**src/rtl/canny_hysteresis.sv**
```systemverilog
// rtl/canny_hysteresis.sv - double-threshold + 8-neighbour hysteresis on streamed gradient magnitude
// Optional feature macro: CANNY_EDGE_COUNT_EN (adds edge_count output and per-frame edge counter)
module canny_hysteresis #(
    parameter int IMG_W = 240,
    parameter int IMG_H = 170
) (
    input  logic        clk,
    input  logic        reset,
    input  logic        mag_de,
    input  logic [7:0]  mag_data,
    input  logic [7:0]  thr_low,
    input  logic [7:0]  thr_high,
    output logic        canny_de,
    output logic [7:0]  canny_data,
    output logic        frame_done,
    output logic        busy,
    output logic        overrun
`ifdef CANNY_EDGE_COUNT_EN
    ,
    output logic [15:0] edge_count
`endif
);

    localparam int N    = IMG_W * IMG_H;
    localparam int CW   = $clog2(N);
    localparam int FW   = $clog2(IMG_W + 1);
    localparam int COLW = $clog2(IMG_W);
    localparam int ROWW = $clog2(IMG_H);
    localparam int HL   = 2 * IMG_W + 2;

    localparam logic [CW-1:0]   P_FIRST_OUT = CW'(IMG_W + 1);
    localparam logic [CW-1:0]   P_LAST      = CW'(N - 1);
    localparam logic [FW-1:0]   F_LAST      = FW'(IMG_W);
    localparam logic [COLW-1:0] COL_LAST    = COLW'(IMG_W - 1);
    localparam logic [ROWW-1:0] ROW_LAST    = ROWW'(IMG_H - 1);

    typedef enum logic [1:0] {S_IDLE, S_RUN, S_FLUSH} state_t;

    state_t          state_q, state_d;
    logic [CW-1:0]   in_cnt_q, in_cnt_d;
    logic [FW-1:0]   flush_cnt_q, flush_cnt_d;
    logic [COLW-1:0] col_q, col_d;
    logic [ROWW-1:0] row_q, row_d;
    logic [7:0]      thr_lo_q, thr_lo_d;
    logic [7:0]      thr_hi_q, thr_hi_d;
    logic            canny_de_q, canny_de_d;
    logic            canny_bit_q, canny_bit_d;
    logic            fd_pend_q, fd_pend_d;
    logic            frame_done_q, frame_done_d;
    logic            overrun_q, overrun_d;

    logic            advance;
    logic            emit;
    logic            frame_start;
    logic [1:0]      code_in;
    logic            edge_bit;
    logic [1:0]      hist_q [0:HL-1];

    function automatic logic [1:0] classify(input logic [7:0] m, input logic [7:0] lo,
                                            input logic [7:0] hi);
        if (m >= hi)      return 2'd2;
        else if (m >= lo) return 2'd1;
        else              return 2'd0;
    endfunction

    // Window taps: code_in is (r+1,c+1); hist_q[k] is the pixel k+1 positions earlier,
    // so hist_q[IMG_W] is the centre (r,c).
    always_comb begin
        logic strong_nb;
        logic border;
        strong_nb = (code_in == 2'd2) ||
                    (hist_q[0] == 2'd2) || (hist_q[1] == 2'd2) ||
                    (hist_q[IMG_W-1] == 2'd2) || (hist_q[IMG_W+1] == 2'd2) ||
                    (hist_q[2*IMG_W-1] == 2'd2) || (hist_q[2*IMG_W] == 2'd2) ||
                    (hist_q[2*IMG_W+1] == 2'd2);
        border    = (row_q == '0) || (row_q == ROW_LAST) ||
                    (col_q == '0) || (col_q == COL_LAST);
        edge_bit  = 1'b0;
        if (!border) begin
            if (hist_q[IMG_W] == 2'd2)
                edge_bit = 1'b1;
            else if (hist_q[IMG_W] == 2'd1 && strong_nb)
                edge_bit = 1'b1;
        end
    end

    always_comb begin
        state_d      = state_q;
        in_cnt_d     = in_cnt_q;
        flush_cnt_d  = flush_cnt_q;
        col_d        = col_q;
        row_d        = row_q;
        thr_lo_d     = thr_lo_q;
        thr_hi_d     = thr_hi_q;
        fd_pend_d    = 1'b0;
        frame_done_d = fd_pend_q;
        overrun_d    = overrun_q;
        advance      = 1'b0;
        emit         = 1'b0;
        frame_start  = 1'b0;
        code_in      = 2'd0;

        case (state_q)
            S_IDLE: begin
                if (mag_de) begin
                    // Pixel 0 is classified against the thresholds being latched this cycle.
                    thr_lo_d    = thr_low;
                    thr_hi_d    = thr_high;
                    code_in     = classify(mag_data, thr_low, thr_high);
                    advance     = 1'b1;
                    frame_start = 1'b1;
                    in_cnt_d    = CW'(1);
                    state_d     = S_RUN;
                end
            end
            S_RUN: begin
                if (mag_de) begin
                    code_in = classify(mag_data, thr_lo_q, thr_hi_q);
                    advance = 1'b1;
                    emit    = (in_cnt_q >= P_FIRST_OUT);
                    if (in_cnt_q == P_LAST) begin
                        in_cnt_d    = '0;
                        flush_cnt_d = '0;
                        state_d     = S_FLUSH;
                    end else begin
                        in_cnt_d = in_cnt_q + 1'b1;
                    end
                end
            end
            S_FLUSH: begin
                advance = 1'b1;
                emit    = 1'b1;
                if (mag_de)
                    overrun_d = 1'b1;
                if (flush_cnt_q == F_LAST) begin
                    fd_pend_d = 1'b1;
                    state_d   = S_IDLE;
                end else begin
                    flush_cnt_d = flush_cnt_q + 1'b1;
                end
            end
            default: state_d = S_IDLE;
        endcase

        canny_de_d  = emit;
        canny_bit_d = emit & edge_bit;
        if (emit) begin
            if (col_q == COL_LAST) begin
                col_d = '0;
                row_d = (row_q == ROW_LAST) ? '0 : row_q + 1'b1;
            end else begin
                col_d = col_q + 1'b1;
            end
        end
    end

    always_ff @(posedge clk or posedge reset) begin
        if (reset) begin
            state_q      <= S_IDLE;
            in_cnt_q     <= '0;
            flush_cnt_q  <= '0;
            col_q        <= '0;
            row_q        <= '0;
            thr_lo_q     <= '0;
            thr_hi_q     <= '0;
            canny_de_q   <= 1'b0;
            canny_bit_q  <= 1'b0;
            fd_pend_q    <= 1'b0;
            frame_done_q <= 1'b0;
            overrun_q    <= 1'b0;
        end else begin
            state_q      <= state_d;
            in_cnt_q     <= in_cnt_d;
            flush_cnt_q  <= flush_cnt_d;
            col_q        <= col_d;
            row_q        <= row_d;
            thr_lo_q     <= thr_lo_d;
            thr_hi_q     <= thr_hi_d;
            canny_de_q   <= canny_de_d;
            canny_bit_q  <= canny_bit_d;
            fd_pend_q    <= fd_pend_d;
            frame_done_q <= frame_done_d;
            overrun_q    <= overrun_d;
        end
    end

    always_ff @(posedge clk) begin
        if (advance) begin
            hist_q[0] <= code_in;
            for (int i = 1; i < HL; i++)
                hist_q[i] <= hist_q[i-1];
        end
    end

    assign canny_de   = canny_de_q;
    assign canny_data = {8{canny_bit_q}};
    assign frame_done = frame_done_q;
    assign busy       = (state_q == S_FLUSH);
    assign overrun    = overrun_q;

`ifdef CANNY_EDGE_COUNT_EN
    logic [15:0] edge_cnt_q, edge_cnt_d;
    logic [15:0] edge_count_q, edge_count_d;

    always_comb begin
        edge_cnt_d   = edge_cnt_q;
        edge_count_d = edge_count_q;
        if (frame_start)
            edge_cnt_d = '0;
        else if (emit && edge_bit && edge_cnt_q != 16'hFFFF)
            edge_cnt_d = edge_cnt_q + 16'd1;
        if (fd_pend_q)
            edge_count_d = edge_cnt_q;
    end

    always_ff @(posedge clk or posedge reset) begin
        if (reset) begin
            edge_cnt_q   <= '0;
            edge_count_q <= '0;
        end else begin
            edge_cnt_q   <= edge_cnt_d;
            edge_count_q <= edge_count_d;
        end
    end

    assign edge_count = edge_count_q;
`endif

endmodule

```
**config.mk**
```make
export PLATFORM = sky130hd
export DESIGN_NAME = canny_hysteresis
export DESIGN_NICKNAME = d
export VERILOG_FILES = /design/src/rtl/canny_hysteresis.sv
export SDC_FILE = /design/constraint.sdc
export NUM_CORES = 1
export LEC_CHECK = 0
export BUFFER_PORTS_ARGS = -buffer_cell sky130_fd_sc_hd__buf_2
export CAP_MARGIN = 10
export CELL_PAD_IN_SITES_DETAIL_PLACEMENT = 0
export CELL_PAD_IN_SITES_GLOBAL_PLACEMENT = 1
export CORE_AREA = 5 5 314 316
export DETAILED_ROUTE_END_ITERATION = 7
export DIE_AREA = 0 0 319 321
export HOLD_SLACK_MARGIN = 0.05
export PLACE_DENSITY = 0.52
export SETUP_SLACK_MARGIN = 0.02
export SYNTH_ARGS = -nofsm -noshare
export SYNTH_HDL_FRONTEND = slang
export SYNTH_SLANG_ARGS = --single-unit
export TNS_END_PERCENT = 10
```
**constraint.sdc**
```tcl
create_clock -name clk -period 48.6 [get_ports clk]
set_input_delay 2.43 -clock clk [delete_from_list [all_inputs] [get_ports clk]]
set_output_delay 2.43 -clock clk [all_outputs]
set_load 0.02 [all_outputs]
```
After elaboration in Yosys (flattened, before gate mapping)

Memory sizes are Yosys's and may differ from the RTL's.
Cells that the tools add are included.
Widths: inputs -> output; s select.

Output and inout bits: 12
Memories: 1
Word-level logic and storage cells: 100
Bits in latches: 0
Memory bits (writable): 964
Bits in read-only memories: 0
Input port bits: 27
Flip-flop bits (word level): 63

Memories:

| memory | depth | bits a word | rd ports | clocked after memory_dff | write ports | RTL line | RTL |
|---|---|---|---|---|---|---|---|
| hist_q | 482   | 2           | 482      | 0                        | 482         | 57       | `logic [1:0] hist_q [0:HL-1];` |

Bitwise logic cells: 1
$mul: 0
Multiplexer cells: 33
Order comparisons: 5
Reduce and logical (&&, ||, !) cells: 23
Equality and inequality tests: 21
$add $sub $neg: 4
Div/mod/pow operators: 0
Shifts and indexed selects: 0

Operator list:

| cell                  | number |
|---|---|
| $mux 16               | 3 |
| $mux 8                | 5 |
| $ge 8x8->1            | 4 |
| $pmux 16 s2           | 1 |
| $add 8x1->8 const B   | 3 |
| $eq 8x8->1 const B    | 3 |
| $eq 2x2->1 const B    | 10 |
| $add 16x1->16 const B | 1 |
| $eq 16x16->1 const B  | 1 |
| $ge 16x8->1 const B   | 1 |
| $logic_not 8->1       | 2 |
| $mux 2                | 8 |
| $pmux 8 s2            | 1 |
| $mux 1                | 11 |
| $logic_or 1x1->1      | 10 |
| $ne 2x2->1 const B    | 4 |
| $reduce_and 4->1      | 2 |
| $pmux 2 s3            | 1 |
| $reduce_and 2->1      | 3 |
| $eq 2x1->1 const B    | 2 |
| $pmux 1 s2            | 2 |
| $pmux 2 s2            | 1 |
| $reduce_bool 2->1     | 2 |
| $reduce_and 3->1      | 1 |
| other kinds (5)       | 5 |

Depth between registers and ports, before layout

Gate-level depths: netlist of run 1.

Word-level depth: 18
Depth in mapped cells: 9
Depth with buffers taken out: 8

Worst setup path after synthesis of run 1

OpenSTA, ideal clock, no wires.

Path kind: input port to flip-flop
Start point: input port mag_de
End point: memory hist_q[0][0] (enable)
Data required time: 45.878 ns
Setup slack: -5.278 ns
Data arrival time: 51.157 ns
Library setup time: 2.722 ns
Buffers on the path: 1
Cell stages on the path: 3
Path through: buf_2 inv_1 mux2i_1

RTL lines:

| what            | RTL line | RTL |
|---|---|---|
| start, declared | 9        | `input logic mag_de,` |
| end, declared   | 57       |  |

==> results of run 1 <==
==> registers in the layout (all words and copies together), names as in the netlist <==
| name | flops |
|---|---|
| canny_de | 1 |
| fd_pend_q | 1 |
| hist_q | 964 |
| flush_cnt_q | 8 |
| in_cnt_q | 16 |
| state_q | 2 |
| col_q | 8 |
| canny_bit_q | 1 |
| thr_lo_q | 8 |
| frame_done | 1 |
| thr_hi_q | 8 |
| row_q | 8 |
| overrun | 1 |
==> routing by layer <==
layer / part of all wire, % / global-route usage, % / up-vias
met4: 3.2 / 3.18 / 0
met2: 40 / 10.7 / 158
met1: 53 / 12.4 / 6303
met3: 3.9 / 2.29 / 98
li1: - / - / 5811
met5: 0 / 0 / -
==> final timing paths <==
path,endpoint,slack (ps),depth (start not counted)
worst max-delay path,hist_q[1][128]$_DFFE_PP_,40600,8
worst min-delay path,frame_done$_DFF_PP0_,370,0
worst max register to register,hist_q[1][128]$_DFFE_PP_,42040,7
worst min register to register,frame_done$_DFF_PP0_,370,0
max in group asynchronous,thr_lo_q[4]$_DFFE_PP0P_,45970,3
min in group asynchronous,row_q[6]$_DFFE_PP0P_,2040,3
==> final cells by class <==
cell class	count	area [sq um]
fill	8418	57700
sequential	1027	30500
clock buffer	121	2620
multi-input combinational	322	2180
tap	1276	1600
clock inverter	58	523
timing repair buffer	52	315
inverter	53	199
==> cells in the mapped netlist, drive strengths merged, types with 2 or more instances <==
cell type,count,area share [%]
inv,53,0.60
o21ai,41,0.66
a21o,4,0.091
a2111oi,4,0.11
buf,10,0.21
o21a,3,0.068
and2,3,0.057
a22o,3,0.080
dfrtp,63,4.8
or4b,4,0.12
nor2,32,0.36
nand3,19,0.29
nand2,49,0.56
nand2b,6,0.11
nor4,4,0.076
and4bb,2,0.076
and4,3,0.080
nor2b,2,0.038
a221oi,2,0.053
xnor2,7,0.19
a21oi,15,0.23
xor2,12,0.32
ha,45,1.7
and3,10,0.19
mux2i,2,0.061
nor3,13,0.20
nand4,9,0.17
o31ai,2,0.045
nand3b,2,0.045
a31oi,3,0.076
o22ai,3,0.057
mux2,3,0.10
edfxtp,964,88
or3,4,0.076
clkbuf,7,0.080
==> worst reg2reg max path: cells and delay by family, from the launching register on <==
family,cells,cell delay [ps]
muxes,1,920
buffers and inverters,6,4840
DFF,1,390
==> report_power, final <==
part           leakage (nW)  internal, mW  switching (mW)
Clock                  1.52         0.422           0.315
Sequential             10.2          1.02          0.0157
Combinational          1.46       0.00620          0.0218
==> kinds of logic after synthesis <==
kind of cell               Yosys count
muxes                                5
AOI/OAI and AO/OA                   88
DFF                               1027
adders and majority gates           45
and+or+nand+nor                    165
xor gates and xnor gates            19
buffers and inverters               70
==> metrics by stage <==
step                total power, mW  cell area [sq um]  util, %  cells  setup WS, ps
finish                         1.80              38000     39.7   2909         40600
global route                   1.88              38000     39.7   2909         40170
CTS                            1.84              37900     39.6   2908         40560
detailed placement             1.08              34800     36.4   2729         39760
global placement               1.08              34800     36.4   2729         40070
floorplan                      1.11              33000        -   1419         13870
==> results.json, run 1 <==
{
  "setup_violations": 0,
  "powerDensity_mw_per_mm2": 47.5,
  "grt_antenna_before_repair": 0,
  "setup_tns_ps": 0,
  "place_hpwl_um": 19400,
  "relSlewSlack_pct": 24.4,
  "fp.dieArea_sq_mm": 0.102,
  "crit_buf_inv": 7,
  "synth_compound_area_share_pct": 1.67,
  "hold_ws_ps": 367,
  "cts_tree": "built",
  "insertion_delay_ps": 640,
  "cts-root-buf": "clkbuf_16",
  "finalCritPeriodShare_pct": 16.5,
  "core_sq_mm": 0.0957,
  "worst_pin_slew_ps": 1130,
  "wire_per_inst_um": 14.6,
  "yosys_warnings": 0,
  "synth_xor_area_share_pct": 0.504,
  "synth_edf_count": 964,
  "final_common_cell": "edfxtp_1",
  "worstPathRequired_ps": 48850,
  "drive_gt1_share_pct": 12.2,
  "gr-total-overflow": 0,
  "worstReg2RegStart": "state_q[1]$_DFFE_PP0P_",
  "fin_nets": 1629,
  "most-common-layout-cells": "964 x edfxtp_1, 102 x clkbuf_16, 63 x dfrtp_1",
  "muxShareOfSynthArea_pct": 0.163,
  "dr.pass1.iters": 8,
  "fmax_ghz": 0.125,
  "ys_types": 50,
  "io_pins": 39,
  "grt_max_degree": 102,
  "hp-class": "reg -> reg",
  "ant_nets": 0,
  "min_from": "fd_pend_q$_DFF_PP0_",
  "place_congestion": 0.707,
  "drv_slew": 0,
  "diodes": 0,
  "cts_buffer_depth": 3,
  "cts_sinks": 1027,
  "htreeDepth": 3,
  "slowest_stage": "buf_4",
  "status": "completed",
  "cts_resized": 0,
  "port_buffers": 38,
  "seq_area_frac_synth_pct": 92.5,
  "slowest_delay_ps": 980,
  "synth_fp_nets": 1491,
  "die_h_um": 321,
  "leakagePower_nw": 13.2,
  "arrival_ps": 8250,
  "grt_pass1_wl_um": 67600,
  "cts_setup_buffers": 0,
  "clk_pin_slew_worst_paths_ps": 60,
  "hold_viol": 0,
  "grt_pass1_vias": 12300,
  "drcViolationCount": 0,
  "track_usage_pct": 8.03,
  "rsz0062_at_grt": "no",
  "cts-hold-fix-buffers": 0,
  "crit_path_max_fanout": 91,
  "synth_top_family_by_area": "simple AND/OR/NAND/NOR gates",
  "synth-seq-cells": 1027,
  "start_kind": "primary input",
  "die-width_um": 319,
  "skew_ps": 19.9,
  "ir_drop_mv": 0.0319,
  "cap_viol_max_count": 0,
  "dr_total_vias": 12400,
  "crit_chain": "buf_2 -> inv_1 -> mux2i_4 -> buf_4 -> buf_4 -> buf_4 -> buf_4 -> buf_4",
  "crit_type": "in -> reg",
  "end_kind": "register",
  "rows": 114,
  "cp-startpoint": "mag_de",
  "syn_to_final_growth_pct": 15.1,
  "synth-main-ff-cell": "edfxtp_1",
  "cts-buffers-inserted": 101,
  "synth_area_per_cell_sq_um": 23.2,
  "drt_wl_total_um": 42500,
  "crit_family": "buffers and inverters",
  "crit_top_cell": "buf_4",
  "drtIter0Drc": 914,
  "period_needed_ps": 8000,
  "syn_area_sq_mm": 0.0330,
  "synthCells": 1419,
  "start_util_pct": 34.5,
  "vias_per_cell": 4.25,
  "synthSimpleGateAreaFrac_pct": 2.54,
  "async_flop_share_pct": 6.13,
  "yosys.area_share.adder_pct": 1.71
}
No activity file was read; power rests on OpenSTA's default activity.
==> inputs of run 2 (changes only) <==
clock period = 7.2 ns   (was 48.6 ns; I/O delays follow)
==> run 2 against run 1 <==
Clock power increased to 6.8 times the previous value; routed wire length increased by 1.6%; count of clock-buffer cells in the layout increased by 2; global-route usage increased by 0.33 points; via count increased by 1.6%; final cell count increased by 0.86%; non-clock buffer count increased by 13; total power increased to 6.8 times the previous value; sequential power increased to 6.7 times the previous value; worst setup slack got worse by 36000 ps.
==> results.json, run 2 (synthesis gave the netlist of run 1 again) <==
{
  "status": "completed",
  "relSlewSlack_pct": 24.2,
  "drcViolationCount": 0,
  "dpl_cell_area_sq_mm": 0.0348,
  "core_sq_mm": 0.0957,
  "start_kind": "register",
  "cts_resized": 0,
  "setup_violations": 0,
  "finalCritPeriodShare_pct": 41.0,
  "cts_buffer_depth": 3,
  "final_area_sq_mm": 0.0382,
  "htreeDepth": 3,
  "track_usage_pct": 8.36,
  "worstPathRequired_ps": 7470,
  "fmax_ghz": 0.339,
  "period_needed_ps": 2950,
  "dr.pass1.iters": 4,
  "fp.dieArea_sq_mm": 0.102,
  "drtIter0Drc": 1023,
  "largest_reg_flops": 964,
  "min_from": "fd_pend_q$_DFF_PP0_",
  "fin_nets": 1644,
  "grt_antenna_before_repair": 0,
  "cts-hold-fix-buffers": 18,
  "regArea_sq_mm": 0.0305,
  "cap_viol_max_count": 0,
  "crit_path_max_fanout": 156,
  "drt_wl_total_um": 43200,
  "arrival_ps": 3220,
  "rsz0062_at_grt": "no",
  "ant_nets": 0,
  "hold_viol": 0,
  "final_cells": 2934,
  "worst_pin_slew_ps": 1140,
  "die_h_um": 321,
  "fillers": 8353,
  "whs_path_depth": 0,
  "drv_slew": 0,
  "cts-buffers-inserted": 103,
  "drive_gt1_share_pct": 12.4,
  "vias_per_cell": 4.28,
  "dr_total_vias": 12600,
  "powerDensity_mw_per_mm2": 321,
  "worstReg2RegStart": "state_q[1]$_DFFE_PP0P_",
  "hp-class": "reg -> reg",
  "final_common_cell": "edfxtp_1",
  "grt_pass1_wl_um": 70700,
  "cts-root-buf": "clkbuf_16",
  "start_util_pct": 34.5,
  "leakagePower_nw": 13.3,
  "io_pins": 39,
  "port_buffers": 38,
  "regMostFlops": "hist_q",
  "wire_per_inst_um": 14.7,
  "multiInputGateArea_sq_mm": 0.00218,
  "ir_drop_mv": 0.209,
  "end_kind": "register",
  "place_hpwl_um": 19600,
  "gr-total-overflow": 0,
  "clk_pin_slew_worst_paths_ps": 60,
  "skew_ps": 28.2,
  "cts_sinks": 1027,
  "dp.cells": 2725,
  "cts_tree": "built",
  "r2r_cells": 4,
  "crit_type": "reg -> reg",
  "place_congestion": 0.746,
  "min_to": "frame_done$_DFF_PP0_",
  "cts_setup_buffers": 0,
  "syn_to_final_growth_pct": 15.8,
  "setup_tns_ps": 0,
  "rows": 114,
  "top_regs": "hist_q (964), in_cnt_q (16)",
  "r2r_end": "hist_q[0][304]$_DFFE_PP_",
  "die-width_um": 319,
  "grt_pass1_vias": 12900,
  "grt_max_degree": 206,
  "insertion_delay_ps": 650,
  "diodes": 0,
  "r2r_setup_slack_ps": 4250,
  "most-common-layout-cells": "964 x edfxtp_1, 105 x clkbuf_16, 63 x dfrtp_1"
}
==> run 2: changes by cell type in the layout (fill, tap and decap cells not counted), sizes merged <==
cell and change:
clkbuf +2, clkinv +14, buf -5, inv +1, dlygate4sd3 +18, clkinvlp -4
bufinv -1
==> run 2: per-stage QoR <==
step / utilization (%) / power [mW] / hold slack, ps / setup slack [ps]
after floorplan: - / 7.37 / 331 / -11510
after global placement: 36.4 / 7.32 / 344 / 4230
after detailed placement: 36.4 / 7.33 / 344 / 4150
after CTS: 39.9 / 12.5 / 357 / 4230
after global routing: 39.9 / 12.8 / 359 / 4120
final: 39.9 / 12.3 / 353 / 4250
==> run 2: metal layers <==
metal  track usage [%]  routed length (um)  vias up
met2              11.2               17300      192
met1              12.8               22500     6403
li1                  -                   -     5856
met4              3.63                1620        0
met3              2.21                1740      117
met5                 0                   0        -
==> run 2: layout make-up <==
cell class / instances / share of cell area (%)
Timing Repair Buffer: 65 / 1.28
Clock inverter: 68 / 1.38
Inverter: 53 / 0.521
Clock buffer: 123 / 7.05
Sequential cell: 1027 / 79.9
Tap cell: 1276 / 4.18
Multi-Input combinational cell: 322 / 5.71
==> run 2: worst max-delay path by stage <==
stage                           startpoint  cells past startpoint                       end
floorplan           state_q[1]$_DFFE_PP0P_                      2    hist_q[0][0]$_DFFE_PP_
global placement                    mag_de                      5  hist_q[1][318]$_DFFE_PP_
CTS                 state_q[1]$_DFFE_PP0P_                      4  hist_q[0][316]$_DFFE_PP_
global route        state_q[1]$_DFFE_PP0P_                      4  hist_q[1][316]$_DFFE_PP_
finish              state_q[1]$_DFFE_PP0P_                      4  hist_q[0][304]$_DFFE_PP_
detailed placement                  mag_de                      5  hist_q[0][310]$_DFFE_PP_
==> run 2: critical path, cell delays in order, from the launching register on <==
cell and delay [ps]:
dfrtp_1 400, inv_2 120, mux2i_4 370, buf_12 550, buf_4 890
==> run 2: report_power, final <==
group / internal (mW) / switching, mW / leakage [nW] / total [mW]
Sequential: 6.90 / 0.107 / 10.2 / 7.01
Clock: 2.89 / 2.16 / 1.59 / 5.04
Combinational: 0.0489 / 0.149 / 1.52 / 0.198
Total: 9.84 / 2.41 / 13.3 / 12.3
==> inputs of run 3 (changes only) <==
PLACE_DENSITY = 0.5   (was 0.52)
clock period = 3.1 ns   (was 7.2 ns; I/O delays follow)
==> run 3 against run 2 <==
Worst setup slack worse by 3700 ps; total power is 140% higher; critical endpoint is now col_q[7]$_DFFE_PP0P_; non-clock buffer count increased by 11; clock skew fell by 8.6 ps; flip-flop and latch count unchanged; count of clock-buffer cells in the layout up 2.
==> results.json, run 3 (synthesis gave the netlist of run 1 again) <==
{
  "status": "completed",
  "r2r_cells": 8,
  "power.total_mw": 29.2,
  "rsz0062_at_grt": "no",
  "finalCritPeriodShare_pct": 82.5,
  "hp-class": "in -> reg",
  "place_congestion": 0.738,
  "grt_pass1_vias": 12500,
  "die-width_um": 319,
  "worst_pin_slew_ps": 873,
  "port_buffers": 38,
  "cts-buffers-inserted": 106,
  "start_util_pct": 34.5,
  "crit_type": "reg -> reg",
  "grtUsageMet1_pct": 12.9,
  "vias_per_cell": 4.25,
  "track_usage_pct": 8.25,
  "wire_per_inst_um": 14.6,
  "diodes": 0,
  "worstReg2RegStart": "state_q[1]$_DFFE_PP0P_",
  "die_h_um": 321,
  "gr-total-overflow": 0,
  "r2r_end": "col_q[7]$_DFFE_PP0P_",
  "fp.dieArea_sq_mm": 0.102,
  "busiest_layer": "met1",
  "cts_tree": "built",
  "r2r_setup_slack_ps": 540,
  "cts_setup_buffers": 0,
  "dr.pass1.iters": 4,
  "leakagePower_nw": 13.5,
  "hold_viol": 0,
  "crit_path_max_fanout": 19,
  "fillers": 8343,
  "drv_slew": 0,
  "setup_tns_ps": 0,
  "period_needed_ps": 2560,
  "powerDensity_mw_per_mm2": 756,
  "rows": 114,
  "crit_chain": "inv_2 -> ha_1 -> and2_1 -> nand2_1 -> o21ai_4 -> nand3_1 -> or4b_1 -> nand3_1",
  "cap_viol_max_count": 0,
  "start_kind": "register",
  "cp-endpoint": "col_q[7]$_DFFE_PP0P_",
  "end_kind": "register",
  "clk_pin_slew_worst_paths_ps": 60,
  "slowest_stage": "or4b_1",
  "hold_ws_ps": 201,
  "fmax_ghz": 0.391,
  "final_cells": 2951,
  "final_common_cell": "edfxtp_1",
  "relSlewSlack_pct": 41.3,
  "cts_buffer_depth": 3,
  "slowest_delay_ps": 530,
  "skew_ps": 19.6,
  "top_regs": "hist_q (964), in_cnt_q (16)",
  "ir_drop_mv": 0.425,
  "io_pins": 39,
  "htreeDepth": 3,
  "ant_nets": 0,
  "gr-usage-met2_pct": 10.8,
  "setup_violations": 0,
  "grt_antenna_before_repair": 0,
  "syn_to_final_growth_pct": 16.9,
  "most-common-layout-cells": "964 x edfxtp_1, 109 x clkbuf_16, 63 x dfrtp_1",
  "worstPathRequired_ps": 3680,
  "cts-root-buf": "clkbuf_16",
  "grt_pass1_wl_um": 69400,
  "cts-hold-fix-buffers": 18,
  "place_hpwl_um": 19400,
  "fin_nets": 1658,
  "core_sq_mm": 0.0957,
  "drtIter0Drc": 985,
  "insertion_delay_ps": 640,
  "arrival_ps": 3130,
  "dp.cells": 2734,
  "regMostFlops": "hist_q",
  "drcViolationCount": 0,
  "largest_reg_flops": 964,
  "drive_gt1_share_pct": 13.7,
  "cts_sinks": 1027,
  "grt_max_degree": 160,
  "drt_wl_total_um": 43000,
  "cp-startpoint": "state_q[1]$_DFFE_PP0P_",
  "dr_total_vias": 12500,
  "crit_top_cell": "nand3_1",
  "grt_use_met3_pct": 2.32,
  "cts_resized": 0
}
run 3: worst min-delay path by stage:
stage	start	to	slack, ps	cells after the start
2_1_floorplan	thr_high[1]	thr_hi_q[1]$_DFFE_PP0P_	270	2
3_3_place_gp	fd_pend_q$_DFF_PP0_	frame_done$_DFF_PP0_	340	0
3_5_place_dp	fd_pend_q$_DFF_PP0_	frame_done$_DFF_PP0_	350	0
4_1_cts	mag_data[7]	hist_q[0][0]$_DFFE_PP_	160	5
5_1_grt	mag_data[7]	hist_q[0][0]$_DFFE_PP_	210	4
6_report	mag_data[7]	hist_q[0][0]$_DFFE_PP_	200	4
run 3: critical path, delay by kind of cell (launching register included):
| family | cells | cell delay [ps] |
|---|---|---|
| buffers and inverters | 1 | 130 |
| adders and majority gates | 1 | 370 |
| and+or+nand+nor | 5 | 1180 |
| DFF | 1 | 410 |
| AOI/OAI and AO/OA | 1 | 390 |
run 3: routing by layer:
layer  up-vias  wire length (um)
met5         -                 0
met4         0              1520
met3       106              1840
met2       202             17000
met1      6344             22600
li1       5885                 -
run 3: per-stage QoR:
stage | utilization, % | cell area (sq um) | setup slack (ps)
after detailed placement | 36.5 | 34900 | 544
after global placement | 36.5 | 34900 | 644
final | 40.3 | 38600 | 541
after floorplan | - | 33000 | -15610
after CTS | 40.3 | 38500 | 526
after global routing | 40.3 | 38600 | 299
run 3: layout make-up:
cell class              count  area, sq um  area share (%)
flip-flops and latches   1027        30500            79.1
clock buffers             125         2790            7.23
multi-input cells         322         2180            5.66
well taps                1276         1600            4.14
clock inverters            72          654            1.70
repair buffers             76          631            1.63
inverters                  53          200           0.519
run 3: report_power, final:
| part | leakage [nW] | internal (mW) | switching, mW |
|---|---|---|---|
| registers | 10.2 | 16.0 | 0.243 |
| clock network | 1.68 | 7.33 | 5.07 |
| logic | 1.60 | 0.131 | 0.352 |
